$ cat config.mk
export PLATFORM = sky130hd
export DESIGN_NAME = maq_enc_veda_temporizada
export DESIGN_NICKNAME = d
export VERILOG_FILES = /design/src/rtl/maq_enc_veda_pkg.sv /design/src/rtl/temporizador_estado.sv /design/src/rtl/maq_enc_veda_temporizada.sv
export SDC_FILE = /design/constraint.sdc
export NUM_CORES = 1
export LEC_CHECK = 0
export ABC_AREA = 1
export CAP_MARGIN = 10
export CORE_ASPECT_RATIO = 0.7
export CORE_MARGIN = 5
export CORE_UTILIZATION = 45
export CTS_BUF_LIST = sky130_fd_sc_hd__clkbuf_2 sky130_fd_sc_hd__clkbuf_4 sky130_fd_sc_hd__clkbuf_8
export DETAILED_ROUTE_END_ITERATION = 8
export GPL_TIMING_DRIVEN = 0
export PLACE_DENSITY = 0.76
export SLEW_MARGIN = 20
export SYNTH_ARGS = -nofsm -noshare
export SYNTH_HDL_FRONTEND = slang
export SYNTH_SLANG_ARGS = --single-unit
$ cat constraint.sdc
create_clock -name clk -period 1.91 [get_ports clk]
set_input_delay 0.191 -clock clk [delete_from_list [all_inputs] [get_ports clk]]
set_output_delay 0.191 -clock clk [all_outputs]
set_load 0.01 [all_outputs]
$ cat src/rtl/maq_enc_veda_pkg.sv
// Shared state codes and timer sizing for the fill/seal station.
// tipo decoding on the display side relies on these exact codes.
package maq_enc_veda_pkg;

    typedef enum logic [2:0] {
        SEM_GARRAFA    = 3'b000,
        GARRAFA_VAZIA  = 3'b001,
        ENCHENDO       = 3'b010,
        VEDANDO        = 3'b011,
        GARRAFA_PRONTA = 3'b100,
        FALHA          = 3'b101
    } estado_t;

    // Bits needed to count up to the larger of the two timeouts.
    function automatic int tmr_w(input int a, input int b);
        int m;
        m = (a > b) ? a : b;
        return $clog2(m + 1);
    endfunction

endpackage

$ cat src/rtl/temporizador_estado.sv
// Per-state watchdog: counts cycles spent in a timed state and flags
// when the count reaches the limit chosen by the current state.
module temporizador_estado #(
    parameter int W = 5
) (
    input  logic         clk,
    input  logic         reset,
    input  logic         clr,
    input  logic         en,
    input  logic [W-1:0] limite,
    output logic         fim
);

    logic [W-1:0] cnt_q;
    logic [W-1:0] cnt_d;

    // Restart on every state change and whenever the state is not timed.
    always_comb begin
        cnt_d = cnt_q;
        if (clr || !en) begin
            cnt_d = '0;
        end else begin
            cnt_d = cnt_q + 1'b1;
        end
    end

    // Count register, cleared asynchronously.
    always_ff @(posedge clk or negedge reset) begin
        if (!reset) begin
            cnt_q <= '0;
        end else begin
            cnt_q <= cnt_d;
        end
    end

    assign fim = en && (cnt_q == limite);

endmodule

$ cat src/rtl/maq_enc_veda_temporizada.sv
// Single-station fill/seal controller with fill/seal watchdogs,
// latched fault with operator acknowledge and bottle/fault counters.
module maq_enc_veda_temporizada
    import maq_enc_veda_pkg::*;
#(
    parameter int FILL_TIMEOUT = 16,
    parameter int SEAL_TIMEOUT = 8,
    parameter int CNT_W        = 8
) (
    input  logic             clk,
    input  logic             reset,
    input  logic             EN,
    input  logic             PG,
    input  logic             CH,
    input  logic             RO,
    input  logic             ACK,
    output logic             EV,
    output logic             VE,
    output logic             GC,
    output logic             FL,
    output logic [2:0]       tipo,
    output logic [CNT_W-1:0] cont,
    output logic [CNT_W-1:0] cont_falha
);

    localparam int TW = tmr_w(FILL_TIMEOUT, SEAL_TIMEOUT);
    localparam logic [TW-1:0] LIM_FILL = TW'(FILL_TIMEOUT - 1);
    localparam logic [TW-1:0] LIM_SEAL = TW'(SEAL_TIMEOUT - 1);

    estado_t          estado_q, estado_d;
    logic             ev_q, ev_d;
    logic             ve_q, ve_d;
    logic             gc_q, gc_d;
    logic             fl_q, fl_d;
    logic [CNT_W-1:0] cont_q, cont_d;
    logic [CNT_W-1:0] falha_q, falha_d;

    logic             tmr_en;
    logic             tmr_clr;
    logic             tmr_fim;
    logic [TW-1:0]    tmr_lim;

    assign tmr_en  = (estado_q == ENCHENDO) || (estado_q == VEDANDO);
    assign tmr_lim = (estado_q == VEDANDO) ? LIM_SEAL : LIM_FILL;
    assign tmr_clr = (estado_d != estado_q);

    temporizador_estado #(
        .W (TW)
    ) u_tmr (
        .clk    (clk),
        .reset  (reset),
        .clr    (tmr_clr),
        .en     (tmr_en),
        .limite (tmr_lim),
        .fim    (tmr_fim)
    );

    // Next state; sensor events outrank the watchdog in timed states.
    always_comb begin
        estado_d = estado_q;
        case (estado_q)
            SEM_GARRAFA: begin
                if (PG && !CH) estado_d = GARRAFA_VAZIA;
            end
            GARRAFA_VAZIA: begin
                if (!PG)     estado_d = SEM_GARRAFA;
                else if (EN) estado_d = ENCHENDO;
            end
            ENCHENDO: begin
                if (!PG)          estado_d = FALHA;
                else if (CH)      estado_d = VEDANDO;
                else if (tmr_fim) estado_d = FALHA;
            end
            VEDANDO: begin
                if (!PG)          estado_d = FALHA;
                else if (RO)      estado_d = GARRAFA_PRONTA;
                else if (tmr_fim) estado_d = FALHA;
            end
            GARRAFA_PRONTA: begin
                if (!PG) estado_d = SEM_GARRAFA;
            end
            FALHA: begin
                if (ACK && !PG) estado_d = SEM_GARRAFA;
            end
            default: estado_d = SEM_GARRAFA;
        endcase
    end

    // Outputs decoded from the next state so they register with it;
    // counters bump only on the edge entering their state.
    always_comb begin
        ev_d    = (estado_d == ENCHENDO);
        ve_d    = (estado_d == VEDANDO);
        gc_d    = (estado_d == GARRAFA_PRONTA);
        fl_d    = (estado_d == FALHA);
        cont_d  = cont_q;
        falha_d = falha_q;
        if (gc_d && (estado_q != GARRAFA_PRONTA)) begin
            cont_d = cont_q + 1'b1;
        end
        if (fl_d && (estado_q != FALHA) && (falha_q != '1)) begin
            falha_d = falha_q + 1'b1;
        end
    end

    // State, registered outputs and counters.
    always_ff @(posedge clk or negedge reset) begin
        if (!reset) begin
            estado_q <= SEM_GARRAFA;
            ev_q     <= 1'b0;
            ve_q     <= 1'b0;
            gc_q     <= 1'b0;
            fl_q     <= 1'b0;
            cont_q   <= '0;
            falha_q  <= '0;
        end else begin
            estado_q <= estado_d;
            ev_q     <= ev_d;
            ve_q     <= ve_d;
            gc_q     <= gc_d;
            fl_q     <= fl_d;
            cont_q   <= cont_d;
            falha_q  <= falha_d;
        end
    end

    assign EV         = ev_q;
    assign VE         = ve_q;
    assign GC         = gc_q;
    assign FL         = fl_q;
    assign tipo       = estado_q;
    assign cont       = cont_q;
    assign cont_falha = falha_q;

endmodule
**Word-level counts from Yosys, hierarchy flattened**

Cells that the tools add are included.

- Register bits: 28
- Input port bits: 7
- Logic and storage cells: 50
- Output and inout bits: 23

- Equal/unequal tests: 14
- Add/subtract/negate cells: 3
- Reduce and logical (&&, ||, !) cells: 12
- Mux-type cells: 13

Operators by type and width:

| operator | number |
|---|---|
| $mux W3 | 10 |
| $pmux W3 S6 | 1 |
| $add A8 B1 Y8 const B | 2 |
| $eq A3 B2 Y1 const B | 4 |
| $eq A3 B3 Y1 const B | 4 |
| $ne A8 B8 Y1 const B | 1 |
| $logic_and A1 B1 Y1 | 6 |
| $ne A3 B3 Y1 const B | 2 |
| $add A5 B1 Y5 const B | 1 |
| $eq A5 B4 Y1 | 1 |
| $mux W5 | 1 |
| $mux W4 | 1 |
| $eq A3 B1 Y1 const B | 1 |
| $logic_not A1 Y1 | 3 |
| $logic_not A3 Y1 | 1 |
| $ne A3 B3 Y1 | 1 |
| $logic_or A1 B1 Y1 | 2 |

**Depth between registers and ports, before layout**

- Depth in word-level cells: 11
- Depth in mapped cells: 13
- Depth with buffers taken out: 12

**By module**

Synthesis repeated with hierarchy kept, for this count alone.

- Cell total of the unflattened synthesis: 226
- Area, all modules: 1941.9 um^2

By module, submodules not included:

| module | seq. area each (um^2) | area each (um^2) | cells each | instances |
|---|---|---|---|---|
| maq_enc_veda_temporizada | 575.6 | 1631.6 | 180 | 1 |
| temporizador_estado | 125.1 | 310.3 | 46 | 1 |

**Worst setup path before layout**

No wires, ideal clock.

- Kind: reg2reg
- From: reg estado_q[1] (netlist: tipo[1])
- To: reg falha_q[2] (netlist: cont_falha[2])
- Clock period less this slack: 1.640 ns
- Required time: 1.793 ns
- Slack: 0.270 ns
- Cell stages (with the launch flop): 10
- Buffers on the path: 2
- Data arrival time: 1.523 ns
- Setup time: 0.117 ns
- Cell sequence: dfrtp_1 buf_2 nor2_1 nand2_2 o21a_1 nand3_2 buf_6 nand3_4 nand2_1 nand2_1

- Word-level cells in the longest chain between the ends: 11
- Elaborated cells on any way between the ends: 25
- Classes of those cells: 8 x eq/ne; 12 x mux; 5 x reduce/logical

Ends and longest elaborated chain:

| item | RTL line | text |
|---|---|---|
| start: declaration | maq_enc_veda_temporizada.sv:30 | `estado_t estado_q, estado_d;` |
| start signal: assignment | maq_enc_veda_temporizada.sv:117 | `estado_q <= estado_d;` |
| $eq A3 B2 Y1 | maq_enc_veda_temporizada.sv:43, maq_enc_veda_temporizada.sv:44, maq_enc_veda_temporizada.sv:61 |  |
| $mux W4 | maq_enc_veda_temporizada.sv:44 | `assign tmr_lim = (estado_q == VEDANDO) ? LIM_SEAL : LIM_FILL;` |
| $eq A5 B4 Y1 | temporizador_estado.sv:36 | `assign fim = en && (cnt_q == limite);` |
| $logic_and A1 B1 Y1 | temporizador_estado.sv:36 |  |
| $mux W3 | maq_enc_veda_temporizada.sv:72, maq_enc_veda_temporizada.sv:77 |  |
| $mux W3, on equally long branches | maq_enc_veda_temporizada.sv:76, maq_enc_veda_temporizada.sv:71 |  |
| $mux W3, on equally long branches | maq_enc_veda_temporizada.sv:75, maq_enc_veda_temporizada.sv:70 |  |
| $pmux W3 S6 | maq_enc_veda_temporizada.sv:61 | `case (estado_q)` |
| $eq A3 B3 Y1 | maq_enc_veda_temporizada.sv:95 | `fl_d = (estado_d == FALHA);` |
| $logic_and A1 B1 Y1 (*) (2 in series) | maq_enc_veda_temporizada.sv:101 | `if (fl_d && (estado_q != FALHA) && (falha_q != '1)) begin` |
| end signal: assignment | maq_enc_veda_temporizada.sv:123 | `falha_q <= falha_d;` |
| end: declaration | maq_enc_veda_temporizada.sv:36 | `logic [CNT_W-1:0] falha_q, falha_d;` |

Mark *: on every way between the ends. The rest lies on a longest branch, timed or not.
A chain may end at the register's enable or synchronous reset.

**Final worst setup path**

- From: reg u_tmr.cnt_q[0]
- To: reg cont_q[7] (netlist: cont[7])

- Word-level cells in the longest chain between the ends: 8
- Elaborated cells on any way between the ends: 10
- Classes of those cells: 2 x eq/ne; 6 x mux; 2 x reduce/logical

Ends and longest elaborated chain:

| item | RTL line | text |
|---|---|---|
| start: declaration | temporizador_estado.sv:14 | `logic [W-1:0] cnt_q;` |
| start signal: assignment | temporizador_estado.sv:32 | `cnt_q <= cnt_d;` |
| $eq A5 B4 Y1 (*) | temporizador_estado.sv:36 |  |
| $logic_and A1 B1 Y1 (*) | temporizador_estado.sv:36 |  |
| $mux W3 (*) | maq_enc_veda_temporizada.sv:72, maq_enc_veda_temporizada.sv:77 |  |
| $mux W3, on equally long branches | maq_enc_veda_temporizada.sv:76, maq_enc_veda_temporizada.sv:71 |  |
| $mux W3, on equally long branches | maq_enc_veda_temporizada.sv:75, maq_enc_veda_temporizada.sv:70 |  |
| $pmux W3 S6 (*) | maq_enc_veda_temporizada.sv:61 |  |
| named net estado_d[1] | maq_enc_veda_temporizada.sv:30 |  |
| $eq A3 B3 Y1 (*) | maq_enc_veda_temporizada.sv:94 | `gc_d = (estado_d == GARRAFA_PRONTA);` |
| $logic_and A1 B1 Y1 (*) | maq_enc_veda_temporizada.sv:98 | `if (gc_d && (estado_q != GARRAFA_PRONTA)) begin` |
| end signal: assignment | maq_enc_veda_temporizada.sv:122 | `cont_q <= cont_d;` |
| end: declaration | maq_enc_veda_temporizada.sv:35 | `logic [CNT_W-1:0] cont_q, cont_d;` |

Mark *: on every way through the listed nets, which the timed path passes. The rest lies on a longest branch.

==> flow_metrics.env <==
export IMPL_hold_violations=0
export IMPL_root_buffer="clkbuf_8"
export IMPL_dp_cells=275
export IMPL_clkTransAtPathRegs_ns=0.10
export IMPL_core_area_um2=3490
export IMPL_p_per_area_nw_per_um2=1150
export IMPL_setup_ws_ns=0.0786
export IMPL_drt_initial_drc_count=68
export IMPL_setup_worst_path_start="u_tmr.cnt_q[0]$_DFF_PN0_"
export IMPL_slew_headroom_pct=58.9
export IMPL_vias_per_cell=4.96
export IMPL_finalSetupViolCount=0
export IMPL_routed_wl_mm=3.58
export IMPL_cts_htree_levels=1
export IMPL_crit_fanout=6
export IMPL_track_usage_pct=15.4
export IMPL_port_buffers=29
export IMPL_arrival_ns=2.00
export IMPL_antenna_found_initial=0
export IMPL_fin_crit_ns=1.83
export IMPL_die_area_um2=4900
export IMPL_required_ns=2.08
export IMPL_ys_seq_elements=28
export IMPL_timing_final_crit_share_pct=95.9
export IMPL_grt_pass1_wl_mm=5.81
export IMPL_post_route_util_pct=60.2
export IMPL_stdcell_count=285
export IMPL_grt_max_degree=29
export IMPL_slew_violations=0
export IMPL_area_growth_pct=30.2
export IMPL_netlist_instances=196
export IMPL_cap_violations=0
export IMPL_hpwlAfterDp_mm=2.54
export IMPL_ir_worst_vdd_mv=0.538
export IMPL_synth_area_um2=1610
export IMPL_drive_gt1_share_pct=13.2
export IMPL_synth_distinct_cells=26
export IMPL_die_h_um=60.1
export IMPL_fmax_ghz=0.546
export IMPL_synth_fp_nets=206
export IMPL_gp_congestion=0.890
export IMPL_p_leak_nw=1.00
export IMPL_hp_class="input port to asynchronous set/reset pin"
export IMPL_start_util_pct=46.2
export IMPL_syn_avg_cell_area_um2=8.23
export IMPL_crit_type="flip-flop to flip-flop"
export IMPL_insertedDiodeCount=0
export IMPL_ys_seq_area_share_pct=43.4
export IMPL_cp_slowest_stage_delay_ns=0.41
export IMPL_worst_setup_path_start_kind="flip-flop"
export IMPL_fin_nets=246
export IMPL_grt_pass1_vias=1254
export IMPL_pre_cts_ws_ns=-0.200
export IMPL_ant_nets=0
export IMPL_tightestPinTransition_ns=0.617
export IMPL_clk_path_buf_depth=2
export IMPL_regToRegStartpoint="u_tmr.cnt_q[0]$_DFF_PN0_"
export IMPL_numCtsBuffers=3
export IMPL_skew_ns=0.00770
export IMPL_cts_sinks=28
export IMPL_status="complete, no violations"
export IMPL_vias=1415
export IMPL_io_pins=30
export IMPL_clk_latency_ns=0.28
export IMPL_die_w_um=81.6
export IMPL_rows=18
export IMPL_cpMostUsedCell="nand2_1"
export IMPL_drcViolationCount=0
export IMPL_yosys_warnings=0
export IMPL_post_drt_wl_per_cell_um=12.5
export IMPL_drt_first_pass_iters=4
export IMPL_cts_tree="yes"
export IMPL_critPathCaptureType="flip-flop"
export IMPL_crit_chain="ha_1 > nand2_1 > nor3_2 > nand2_2 > nand2_1 > a21oi_2 > nor2_4 > buf_4 > nand4_1 > nand2_1"
export IMPL_critPathSlowestCell="dfrtp_1"
export IMPL_overflow=0
cell usage after synthesis, drive strengths merged:
master  number  area [um2]
nor3         4        25.0
inv         20        75.1
ha           3        37.5
o21ai        3        18.8
a21oi        4        23.8
nor2        20        92.6
buf          4        43.8
nand2       62         243
o21a         1        7.51
dfrtp       28         701
xor2         7        61.3
xnor2        8        70.1
nand3       12        90.1
nand4       20         125
layout by cell type, fill, tap and decap left out, types with 3 or more instances in the layout:
cell type,n
a21oi_1,3
buf_4,6
clkbuf_8,3
clkdlybuf4s50_1,28
dfrtp_1,26
ha_1,3
inv_1,19
nand2_1,58
nand2_2,3
nand3_1,9
nand4_1,20
nor2_1,17
xnor2_1,8
xor2_1,7
sequential cells by signal, summed over array words and instances, names as in the netlist:
name / flops
FL: 1
cont_falha: 8
VE: 1
u_tmr.cnt_q: 5
GC: 1
EV: 1
tipo: 3
cont: 8
layer usage:
metal / wire length, um / vias to the layer above / GRT usage, %
li1: - / 719 / -
met1: 1700 / 658 / 22.3
met2: 1650 / 34 / 22.6
met3: 192 / 4 / 4.37
met4: 34 / 0 / 3.55
met5: 0 / - / 0
layout make-up:
cell class	instances	area, um2
Sequential cell	28	703
Multi-Input combinational cell	144	812
Tap cell	50	62.6
Fill cell	303	1390
Buffer	4	43.8
Timing Repair Buffer	35	333
Clock inverter	1	30.0
Clock buffer	3	41.3
Inverter	20	75.1
worst paths after layout:
check | endpoint | slack [ns] | depth (start not counted)
max in group asynchronous | tipo[0]$_DFF_PN0_ | 1.01 | 2
setup / recovery | cont[7]$_DFFE_PN0P_ | 0.08 | 10
min in group clk | u_tmr.cnt_q[0]$_DFF_PN0_ | 0.47 | 1
setup reg to reg | cont[7]$_DFFE_PN0P_ | 0.08 | 10
hold / removal | EV$_DFF_PN0_ | 0.45 | 2
hold reg to reg | u_tmr.cnt_q[0]$_DFF_PN0_ | 0.47 | 1
critical path, delay by kind of cell, from the launching register on:
| kind | cells | cell delay, ns |
|---|---|---|
| AND/OR/NAND/NOR | 7 | 0.63 |
| flip-flops | 1 | 0.41 |
| AO/OA/AOI/OAI | 1 | 0.29 |
| adder cells (fa/ha/maj) | 1 | 0.24 |
| buffers and inverters | 1 | 0.16 |
logic make-up after synthesis:
kind of cell | Yosys count | share of synthesized area (%)
simple gates | 118 | 35.7
flops | 28 | 43.4
buf+inv | 24 | 7.36
xor+xnor | 15 | 8.14
compound gates | 8 | 3.10
fa+ha+maj | 3 | 2.33
per-stage QoR:
stage	TNS, ns	hold slack [ns]	power [mW]	area (um2)
floorplan	0	-0.105	1.48	1610
global route	-0.0296	0.493	2.58	2100
global placement	-1.72	0.452	1.86	1970
detailed placement	-2.22	0.242	1.86	1960
CTS	0	0.470	2.34	2040
finish	0	0.454	2.42	2100
timing repair:
item / 4_1_cts / 5_1_grt
endpoints found under the setup margin: 0 / 21
hold buffers: 1 / 0
hold endpoints to repair: 28 / 0
buffers inserted: 0 / 5
gates resized for setup: 0 / 5
report_power, final:
group | total [mW] | leakage, nW | internal (mW) | switching, mW
sequential | 0.833 | 0.380 | 0.701 | 0.132
combinational | 1.12 | 0.585 | 0.495 | 0.629
clock | 0.464 | 0.0357 | 0.281 | 0.183
total | 2.42 | 1.00 | 1.48 | 0.944
No activity file was read; power rests on OpenSTA's default activity.
